## src/rtl/debounce_pkg.sv

```systemverilog
// Shared types and constants for the push-button debouncer bank.
// Optional fall pulse is controlled by DEBOUNCE_FALL_PULSE_EN (see debounce_ch / btn_debounce_bank).
package debounce_pkg;

  typedef enum logic [1:0] {
    STABLE_LO = 2'd0,
    PEND_HI   = 2'd1,
    STABLE_HI = 2'd2,
    PEND_LO   = 2'd3
  } ch_state_e;

  localparam int DEF_CLK_HZ    = 100_000_000;
  localparam int DEF_SAMPLE_HZ = 1_000;

  // Ceil-log2 that never returns 0, so it is always usable as a vector width.
  function automatic int clog2_min1(input int v);
    int r;
    r = 0;
    while ((1 << r) < v) r = r + 1;
    return (r < 1) ? 1 : r;
  endfunction

endpackage

```

## src/rtl/debounce_ch.sv

```systemverilog
// One debouncer channel: 2-flop synchroniser, N-sample stability FSM, edge pulses.
// btn_fall output only exists when DEBOUNCE_FALL_PULSE_EN is defined.
module debounce_ch
  import debounce_pkg::*;
#(
  parameter int STABLE_CNT = 4
) (
  input  logic clkin,
  input  logic rst_n,
  input  logic tick,
  input  logic btn_in,
  output logic db,
  output logic rise
`ifdef DEBOUNCE_FALL_PULSE_EN
  ,
  output logic fall
`endif
);

  localparam int            CW   = clog2_min1(STABLE_CNT + 1);
  localparam logic [CW-1:0] LAST = CW'(STABLE_CNT - 1);

  logic          s1, s2;
  ch_state_e     state;
  logic [CW-1:0] cnt;

  always_ff @(posedge clkin or negedge rst_n) begin
    if (!rst_n) begin
      s1 <= 1'b0;
      s2 <= 1'b0;
    end else begin
      s1 <= btn_in;
      s2 <= s1;
    end
  end

  // cnt holds the number of agreeing samples already seen while pending.
  always_ff @(posedge clkin or negedge rst_n) begin
    if (!rst_n) begin
      state <= STABLE_LO;
      cnt   <= '0;
      db    <= 1'b0;
      rise  <= 1'b0;
`ifdef DEBOUNCE_FALL_PULSE_EN
      fall  <= 1'b0;
`endif
    end else begin
      rise <= 1'b0;
`ifdef DEBOUNCE_FALL_PULSE_EN
      fall <= 1'b0;
`endif
      if (tick) begin
        unique case (state)
          STABLE_LO: if (s2) begin
            if (STABLE_CNT == 1) begin
              state <= STABLE_HI;
              db    <= 1'b1;
              rise  <= 1'b1;
            end else begin
              state <= PEND_HI;
              cnt   <= CW'(1);
            end
          end
          PEND_HI: begin
            if (!s2) begin
              state <= STABLE_LO;
              cnt   <= '0;
            end else if (cnt == LAST) begin
              state <= STABLE_HI;
              cnt   <= '0;
              db    <= 1'b1;
              rise  <= 1'b1;
            end else begin
              cnt <= cnt + CW'(1);
            end
          end
          STABLE_HI: if (!s2) begin
            if (STABLE_CNT == 1) begin
              state <= STABLE_LO;
              db    <= 1'b0;
`ifdef DEBOUNCE_FALL_PULSE_EN
              fall  <= 1'b1;
`endif
            end else begin
              state <= PEND_LO;
              cnt   <= CW'(1);
            end
          end
          PEND_LO: begin
            if (s2) begin
              state <= STABLE_HI;
              cnt   <= '0;
            end else if (cnt == LAST) begin
              state <= STABLE_LO;
              cnt   <= '0;
              db    <= 1'b0;
`ifdef DEBOUNCE_FALL_PULSE_EN
              fall  <= 1'b1;
`endif
            end else begin
              cnt <= cnt + CW'(1);
            end
          end
        endcase
      end
    end
  end

endmodule

```

## src/rtl/btn_debounce_bank.sv

```systemverilog
// Multi-channel button debouncer: shared sample-rate prescaler plus N_CH debounce_ch lanes.
// Define DEBOUNCE_FALL_PULSE_EN to add the btn_fall port.
module btn_debounce_bank
  import debounce_pkg::*;
#(
  parameter int CLK_HZ     = DEF_CLK_HZ,
  parameter int SAMPLE_HZ  = DEF_SAMPLE_HZ,
  parameter int N_CH       = 5,
  parameter int STABLE_CNT = 4
) (
  input  logic            clkin,
  input  logic            rst_n,
  input  logic [N_CH-1:0] btn_in,
  output logic [N_CH-1:0] btn_db,
  output logic [N_CH-1:0] btn_rise,
  output logic            sample_tick
`ifdef DEBOUNCE_FALL_PULSE_EN
  ,
  output logic [N_CH-1:0] btn_fall
`endif
);

  localparam int            DIV  = CLK_HZ / SAMPLE_HZ;
  localparam int            PW   = clog2_min1(DIV);
  localparam logic [PW-1:0] LAST = PW'(DIV - 1);

  logic [PW-1:0] cnt;

  // Tick is a registered enable, high the cycle after cnt reaches DIV-1.
  always_ff @(posedge clkin or negedge rst_n) begin
    if (!rst_n) begin
      cnt         <= '0;
      sample_tick <= 1'b0;
    end else begin
      sample_tick <= (cnt == LAST);
      cnt         <= (cnt == LAST) ? '0 : cnt + PW'(1);
    end
  end

  for (genvar g = 0; g < N_CH; g++) begin : g_ch
    debounce_ch #(
      .STABLE_CNT(STABLE_CNT)
    ) u_ch (
      .clkin (clkin),
      .rst_n (rst_n),
      .tick  (sample_tick),
      .btn_in(btn_in[g]),
      .db    (btn_db[g]),
      .rise  (btn_rise[g])
`ifdef DEBOUNCE_FALL_PULSE_EN
      ,
      .fall  (btn_fall[g])
`endif
    );
  end

endmodule

```

## config.mk

```make
export PLATFORM = sky130hd
export DESIGN_NAME = btn_debounce_bank
export DESIGN_NICKNAME = d
export VERILOG_FILES = /design/src/rtl/debounce_pkg.sv /design/src/rtl/debounce_ch.sv /design/src/rtl/btn_debounce_bank.sv
export SDC_FILE = /design/constraint.sdc
export NUM_CORES = 1
export LEC_CHECK = 0
export ABC_CLOCK_PERIOD_IN_PS = 2100
export CAP_MARGIN = 20
export CORE_AREA = 2 2 62 87
export CTS_CLUSTER_SIZE = 25
export DETAILED_ROUTE_END_ITERATION = 6
export DIE_AREA = 0 0 64 89
export PLACE_DENSITY = 0.75
export SLEW_MARGIN = 15
export SYNTH_ARGS = -nofsm -noshare
export SYNTH_HDL_FRONTEND = slang
export SYNTH_SLANG_ARGS = --single-unit
```

## constraint.sdc

```tcl
create_clock -name clkin -period 2.1 [get_ports clkin]
set_clock_uncertainty 0.15 [all_clocks]
set_input_delay 0.315 -clock clkin [delete_from_list [all_inputs] [get_ports clkin]]
set_output_delay 0.315 -clock clkin [all_outputs]
set_load 0.05 [all_outputs]
```

# Word level (Yosys, flattened, before mapping)
# Index checks and enable logic that the tools add are counted.
word_totals:
  reg_bits: 63
  elab_cells: 235
  out_inout_bits: 11
op_classes:
  n_eq_ne: 61
  muxes: 111
  addsub: 6
  reduce_logical: 25
op_table:
  columns: ["op", "count"]
  rows:
  - ["$mux W3", 25]
  - ["$mux W2", 30]
  - ["$pmux W3 S4", 5]
  - ["$mux W1", 40]
  - ["$ne A2 B1 Y1 const B", 20]
  - ["$pmux W2 S4", 5]
  - ["$reduce_and A6 Y1", 5]
  - ["$reduce_and A5 Y1", 5]
  - ["$eq A2 B2 Y1 const B", 10]
  - ["$ne A2 B2 Y1 const B", 10]
  - ["$add A17 B1 Y17 const B", 1]
  - ["$eq A17 B17 Y1 const B", 1]
  - ["$mux W17", 1]
  - ["$add A3 B1 Y3 const B", 5]
  - ["$eq A3 B2 Y1 const B", 5]
  - ["$ne A3 B1 Y1 const B", 5]
  - ["$ne A3 B3 Y1 const B", 5]
  - ["$reduce_and A3 Y1", 5]
  - ["$eq A2 B1 Y1 const B", 5]
  - ["$logic_not A2 Y1", 5]
  - ["$pmux W1 S2", 5]
  - ["$reduce_bool A2 Y1", 5]

# Depth between registers and ports, before layout
# Gate-level depths: netlist (run 1).
logic_depth:
  word_depth: 5
  depth_mapped: 6

# Modules after synthesis
# From an unflattened synthesis (run 1), not the netlist that was laid out.
unflattened:
  hier_cells: 235
  hier_area_um2: 2707.6
by_module_without_submodules:
  columns: ["module", "n_inst", "cells_each", "area_per_inst_um2", "seq_area_each_um2"]
  rows:
  - ["debounce_ch", 5, 32, 377.9, 225.2]
  - ["btn_debounce_bank", 1, 75, 818.3, 450.4]

# Least setup slack after synthesis (run 1)
# Ideal clock, no wire load.
synth_path:
  path_type: "register to register"
  start: "reg sample_tick"
  end: "reg g_ch[4].u_ch.cnt[1]"
  required_ps: 1828
  stages_incl_launch_ff: 5
  setup_slack_ps: 404
  synth_period_minus_slack_ps: 1696
  arrival_time_ps: 1424
  cell_sequence: "dfrtp_1 clkbuf_1 buf_2 o21ai_0 a32o_1"
synth_between:
  elab_chain_len: 1
synth_rtl:
  columns: ["item", "line", "rtl"]
  rows:
  - ["start: declaration", "btn_debounce_bank.sv:16", "output logic sample_tick"]
  - ["start signal: assignment", "btn_debounce_bank.sv:35", "sample_tick <= (cnt == LAST);"]
  - ["$reduce_and A3 Y1 (no line)", null, null]
  - ["end signal: assignment", "debounce_ch.sv:74", "cnt <= cnt + CW'(1);"]
  - ["end signal: assignment", "debounce_ch.sv:101", "cnt <= cnt + CW'(1);"]
  - ["end: declaration", "debounce_ch.sv:25", "logic [CW-1:0] cnt;"]
# Every way passes these cells.
# A chain may end at the register's enable or synchronous reset.

# Final worst setup path (run 1)
layout_path:
  start: "reg g_ch[1].u_ch.db"
  end: "out btn_db[1]"
layout_rtl:
  columns: ["item", "line", "rtl"]
  rows:
  - ["start: declaration", "debounce_ch.sv:12", "output logic db,"]
  - ["start signal: assignment", "debounce_ch.sv:42", "db <= 1'b0;"]
  - ["start signal: assignment", "debounce_ch.sv:57", "db <= 1'b1;"]
  - ["start signal: assignment", "debounce_ch.sv:71", "db <= 1'b1;"]
  - ["end: declaration", "btn_debounce_bank.sv:14", "output logic [N_CH-1:0] btn_db,"]
# No word-level cell between the ends.

==> impl_metrics.toml, run 1 <==
[global_route]
grt_max_degree = 64
track_usage_pct = 18.7
antenna_found_initial = 0
overflow = 0
grt_pass1_vias = 1922
grt_pass1_wl_um = 7980

[clock_tree]
ctsHoldBuffers = 1
cts_sinks = 63
cts_max_path_buffers = 2
clockRootBuffer = "clkbuf_8"
post_cts_buffers = 0
cts_tree = "built"
clkLatencyLatePin_ps = 330
htree_num_levels = 3
clk_pin_slew_ps = 70
ctsResizeCount = 0
numCtsBuffers = 9

[power]
peakVddDrop_mv = 0.538
p_sw_share_pct = 20.8
p_int_mw = 1.82
clkPwrFrac_pct = 44.3
power_leakage_nw = 1.47
seqPwrFrac_pct = 53.6
p_comb_share_pct = 2.0
powerDensity_nw_per_um2 = 720
p_switching_mw = 0.478

[worst_setup_path]
worstPathRequired_ps = 1630
start_kind = "flip-flop"
worstSetupStartpoint = "g_ch[1].u_ch.db"
crit_path_end_kind = "primary output"
worst-path-buf-inv = 1
cp_cell_sequence = "clkdlybuf4s50_1"
critPathSlowestCell = "clkdlybuf4s50_1"
cpPeakStageDelay_ps = 810
worstSetupPathType = "reg -> out"
crit_family = "buffers and inverters"
reg2reg_from = "cnt[0]"
cp_max_fo = 3
cp.arrival_ps = 1510

[floorplan]
num_io_pins = 18
die_w_um = 64
die_area_sq_um = 5700
die_h_um = 89
num_rows = 30
start_util_pct = 57.5
core_sq_um = 4840

[timing]
hold_viol_final = 0
setup_tns_ps = 0
hold-worst-slack_ps = 202
maxSlewHeadroom_pct = 66.0
grt_setup_unrepaired = "false"
max_clock_freq_ghz = 0.506
setup_viol = 0
finalCritPeriodShare_pct = 94.2
min_period_ps = 1980
tightest_slew_ps = 509
finalMaxSlewViolations = 0

[hold_path]
hp-class = "reg -> reg"
holdCritStartpoint = "g_ch[1].u_ch.s1"

[synth]
ys_types = 41
yosys_warnings = 0
seq_area_frac_synth_pct = 56.6
yosysTopAreaCell = "dfrtp_1"
netlist_area_sq_um = 2790
synth_cells = 255
netlist.area_leader.share_pct = 56.6
synth-seq-cells = 63
synth-edff-count = 0
syn-num-nets = 268
syn_area_per_cell_sq_um = 10.9
ys_top_cells_by_area = "dfrtp_1 57%, o21ai_0 4.3%, nand2_1 3.4%"
synth_flop_cell = "dfrtp_1"
async_flop_share_pct = 100

[finish]
final_net_count = 285
num_antenna_cells = 0
finalNonFillerCells = 341
layout-drive-gt1-share_pct = 10.1
syn2layout_area_growth_pct = 14.4

[place]
place_inst = 324
port_buffers = 17
dp_hpwl_um = 2980
gp_congestion = 0.803

[drt]
drt_iter0_drc = 128
wl_per_cell_um = 13.2
vias_per_cell = 5.47
wirelength_um = 4510
drt.antenna.violating_nets = 0
drt_pass1_iterations = 4
drc_errors = 0
via_count = 1865

[run_status]
outcome = "finished, final reports clean"

[run]
maxCapViolCount = 0
==> sequential cells by signal, summed over array words and instances, names as in the netlist, named ones only <==
name,flops
g_ch.u_ch.s2,5
g_ch.u_ch.state,5
g_ch.u_ch.rise,5
g_ch.u_ch.cnt,15
g_ch.u_ch.db,5
cnt,17
g_ch.u_ch.s1,5
sample_tick,1
==> metrics by stage <==
step	total power, mW	utilization [%]	area (sq um)	worst slack [ps]
finish	2.29	65.8	3190	122
global route	2.38	65.8	3190	66.9
CTS	2.33	65.8	3190	93.1
detailed placement	1.30	61.7	2990	414
global placement	1.30	61.7	2990	475
floorplan	1.26	-	2790	404
==> cell families (layout without fill, tap and decap cells) <==
logic type | after synthesis | after routing | share of synthesized area, %
adder cells (fa/ha/maj) | 6 | 6 | 2.70
AND/OR/NAND/NOR | 86 | 86 | 17.6
multiplexers | 4 | 4 | 1.75
AO/OA/AOI/OAI | 50 | 50 | 10.2
XOR/XNOR | 18 | 18 | 5.66
flip-flops | 63 | 63 | 56.6
buffers and inverters | 28 | 50 | 5.44
==> cell usage after synthesis (all sizes together) (6+ instances only) <==
library cell	number
a21oi	12
buf	12
dfrtp	63
ha	6
inv	13
nand2	25
nand3	9
nand4	7
nor2	13
o21ai	24
xnor2	9
xor2	9
==> routing by layer <==
metal	routed length [um]	vias up	GRT usage [%]
met4	99	0	10.3
met1	1880	914	19.9
met5	0	-	0
li1	-	917	-
met3	136	10	6.42
met2	2390	24	32.5
==> area by class of cell <==
class | count | area, sq um
clock buffers | 12 | 145
multi-input cells | 164 | 1060
clock inverters | 4 | 45.0
fillers | 370 | 1660
inverters | 13 | 48.8
well taps | 64 | 80.1
flip-flops and latches | 63 | 1580
repair buffers | 21 | 233
==> final timing paths <==
path | depth (start not counted) | slack [ps] | end
setup / recovery | 1 | 120 | btn_db[1]
hold / removal | 0 | 200 | g_ch[1].u_ch.s2
setup reg to reg | 5 | 400 | cnt[15]
hold reg to reg | 0 | 200 | g_ch[1].u_ch.s2
max in group asynchronous | 3 | 1160 | g_ch[3].u_ch.db
min in group asynchronous | 3 | 380 | g_ch[1].u_ch.db
==> power by group through the flow <==
stage	sequential (mW)	clock [mW]	combinational, mW
after global placement	1.25	0	0.0466
after CTS	1.23	1.05	0.0487
final	1.23	1.02	0.0465
after floorplan	1.25	0	0.00701
after global routing	1.23	1.10	0.0544
after detailed placement	1.25	0	0.0469
==> layout by cell type, fill, tap and decap left out, types with 2 or more instances in the layout <==
| cell type | n |
|---|---|
| and4_1 | 2 |
| o211ai_1 | 2 |
| a32o_1 | 2 |
| nand3b_1 | 2 |
| nand4_1 | 6 |
| a21oi_1 | 12 |
| mux2_2 | 3 |
| xnor2_1 | 9 |
| nor4bb_1 | 2 |
| xor2_1 | 9 |
| o21ai_0 | 24 |
| o21a_1 | 2 |
| clkbuf_1 | 2 |
| nand2b_1 | 2 |
| a31oi_1 | 5 |
| nand3_1 | 8 |
| nor3_1 | 5 |
| nand4b_1 | 2 |
| dfrtp_1 | 63 |
| and2_1 | 2 |
| ha_1 | 6 |
| and3b_1 | 2 |
| clkbuf_8 | 10 |
| clkinv_2 | 3 |
| inv_1 | 13 |
| buf_12 | 3 |
| nor2_1 | 12 |
| nor3b_1 | 2 |
| nor2b_1 | 5 |
| and3_1 | 2 |
| nand2_1 | 25 |
| o31ai_1 | 2 |
| clkdlybuf4s50_1 | 15 |
(Power assumes the default switching activity.)
==> inputs of run 2 (changes only) <==
CTS_CLUSTER_DIAMETER = 100   (was default)
==> results of run 2 <==
Same layout as run 1: the final DEF is identical, and so are final timing and power.
==> inputs of run 3 (changes only) <==
CELL_PAD_IN_SITES_DETAIL_PLACEMENT = 1   (was default)
CELL_PAD_IN_SITES_GLOBAL_PLACEMENT = 1   (was default)
CORE_AREA = 2 2 69 97   (was 2 2 62 87)
CTS_CLUSTER_DIAMETER = default   (was 100)
CTS_CLUSTER_SIZE = 20   (was 25)
DIE_AREA = 0 0 71 99   (was 0 0 64 89)
PLACE_DENSITY = 0.74   (was 0.75)
==> run 3 against run 2 <==
Effect of this change: worst setup slack improved by 12 ps; register-to-register slack barely moved; clock power fell by 9.5%; core utilization fell by 14 points.
==> impl_metrics.toml, run 3 (synthesis gave the netlist of run 1 again) <==
[place]
dp_hpwl_um = 3610
port_buffers = 17
place_inst = 335
place_area_sq_um = 2990
gp_congestion = 0.752

[hold_path]
hp-class = "reg -> reg"
holdCritStartpoint = "g_ch[1].u_ch.s1"
whs_endpoint = "g_ch[1].u_ch.s2"
min_path_cells = 0

[finish]
syn2layout_area_growth_pct = 14.2
final_net_count = 288
fillers = 686
top_register = "cnt"
multiInputGateArea_sq_um = 1060
final_area_sq_um = 3180
num_antenna_cells = 0
finalNonFillerCells = 352
largest_reg_flops = 17
seqCellArea_sq_um = 1580
layout-drive-gt1-share_pct = 11.1
final_common_cell = "dfrtp_1"
reg_top3 = "cnt x17, g_ch.u_ch.cnt x15"
most-common-layout-cells = "63 x dfrtp_1, 25 x nand2_1, 24 x o21ai_0"

[clock_tree]
post_cts_buffers = 0
ctsResizeCount = 0
cts_max_path_buffers = 2
htree_num_levels = 3
ctsHoldBuffers = 1
clkLatencyLatePin_ps = 330
clockRootBuffer = "clkbuf_8"
clk_pin_slew_ps = 60
cts_tree = "built"
numCtsBuffers = 9
cts_sinks = 63

[drt]
vias_per_cell = 5.36
drt.antenna.violating_nets = 0
drt_iter0_drc = 65
via_count = 1888
drt_pass1_iterations = 4
drc_errors = 0
wirelength_um = 4980
wl_per_cell_um = 14.1

[power]
power_leakage_nw = 1.47
p_sw_share_pct = 21.4
p_int_mw = 1.73
seqPwrFrac_pct = 55.9
p_comb_share_pct = 2.1
clkPwrFrac_pct = 42.0
p_switching_mw = 0.471
peakVddDrop_mv = 0.373
p_total_mw = 2.20
powerDensity_nw_per_um2 = 692

[worst_setup_path]
r2r_end = "cnt[15]"
worstPathRequired_ps = 1630
cpPeakStageDelay_ps = 810
worstSetupPathType = "reg -> out"
start_kind = "flip-flop"
cp.arrival_ps = 1500
reg2reg_from = "cnt[2]"
crit_path_end_kind = "primary output"
cp_cell_sequence = "clkdlybuf4s50_1"
critPathSlowestCell = "clkdlybuf4s50_1"
cp_max_fo = 3
reg2reg_depth = 4
r2r_slack_ps = 410
worst-path-buf-inv = 1
crit_family = "buffers and inverters"

[global_route]
grt_pass1_vias = 2073
grt_pass1_wl_um = 9150
antenna_found_initial = 0
grt_max_degree = 36
track_usage_pct = 16.7
overflow = 0

[floorplan]
die_area_sq_um = 7030
start_util_pct = 45.2
num_rows = 34
die_w_um = 71
core_sq_um = 6170
num_io_pins = 18
die_h_um = 99

[timing]
min_period_ps = 1970
max_clock_freq_ghz = 0.509
hold-worst-slack_ps = 200
finalMaxSlewViolations = 0
setup_viol = 0
hold_viol_final = 0
setup_tns_ps = 0
maxSlewHeadroom_pct = 66.7
finalCritPeriodShare_pct = 93.6
grt_setup_unrepaired = "false"
tightest_slew_ps = 498

[run_status]
outcome = "finished, final reports clean"

[run]
maxCapViolCount = 0
## run 3: cell count changes in the layout (fill, tap and decap cells not counted), sizes merged
cell / previous run / this run
buf: 5 / 8
bufinv: 1 / 0
clkbuf: 12 / 13
clkinv: 3 / 2
clkinvlp: 0 / 1
## run 3: routing by layer
metal | GRT usage (%) | share of wire [%] | up-vias
met5 | 0 | 0 | -
met2 | 29.4 | 54 | 13
met3 | 4.91 | 2.6 | 5
met4 | 6.53 | 1.2 | 0
li1 | - | - | 920
met1 | 18.8 | 42 | 950
## run 3: through the flow
stage / utilization, % / setup slack [ps]
2_1_floorplan: - / 404
3_5_place_dp: 48.5 / 409
4_1_cts: 51.5 / 108
3_3_place_gp: 48.5 / 462
6_report: 51.5 / 134
5_1_grt: 51.5 / 68.2
## run 3: layout make-up
cell class | instances | share of cell area (%)
sequential | 63 | 49.6
multi-input combinational | 164 | 33.3
timing repair buffer | 24 | 7.24
clock buffer | 13 | 5.00
tap | 72 | 2.83
inverter | 13 | 1.53
clock inverter | 3 | 0.551
## run 3: worst max path at each step
stage / startpoint / to / cells past startpoint
global route: g_ch[3].u_ch.db / btn_db[3] / 1
detailed placement: cnt[2] / cnt[15] / 4
finish: g_ch[2].u_ch.db / btn_db[2] / 1
CTS: g_ch[0].u_ch.db / btn_db[0] / 1
floorplan: sample_tick / g_ch[4].u_ch.cnt[1] / 4
global placement: cnt[0] / cnt[15] / 5
## run 3: power by group through the flow
stage          Sequential, mW  Clock [mW]  Combinational (mW)
3_3_place_gp             1.25           0              0.0468
5_1_grt                  1.23        1.02              0.0536
3_5_place_dp             1.25           0              0.0473
4_1_cts                  1.23       0.971              0.0489
6_report                 1.23       0.923              0.0460
2_1_floorplan            1.25           0             0.00701
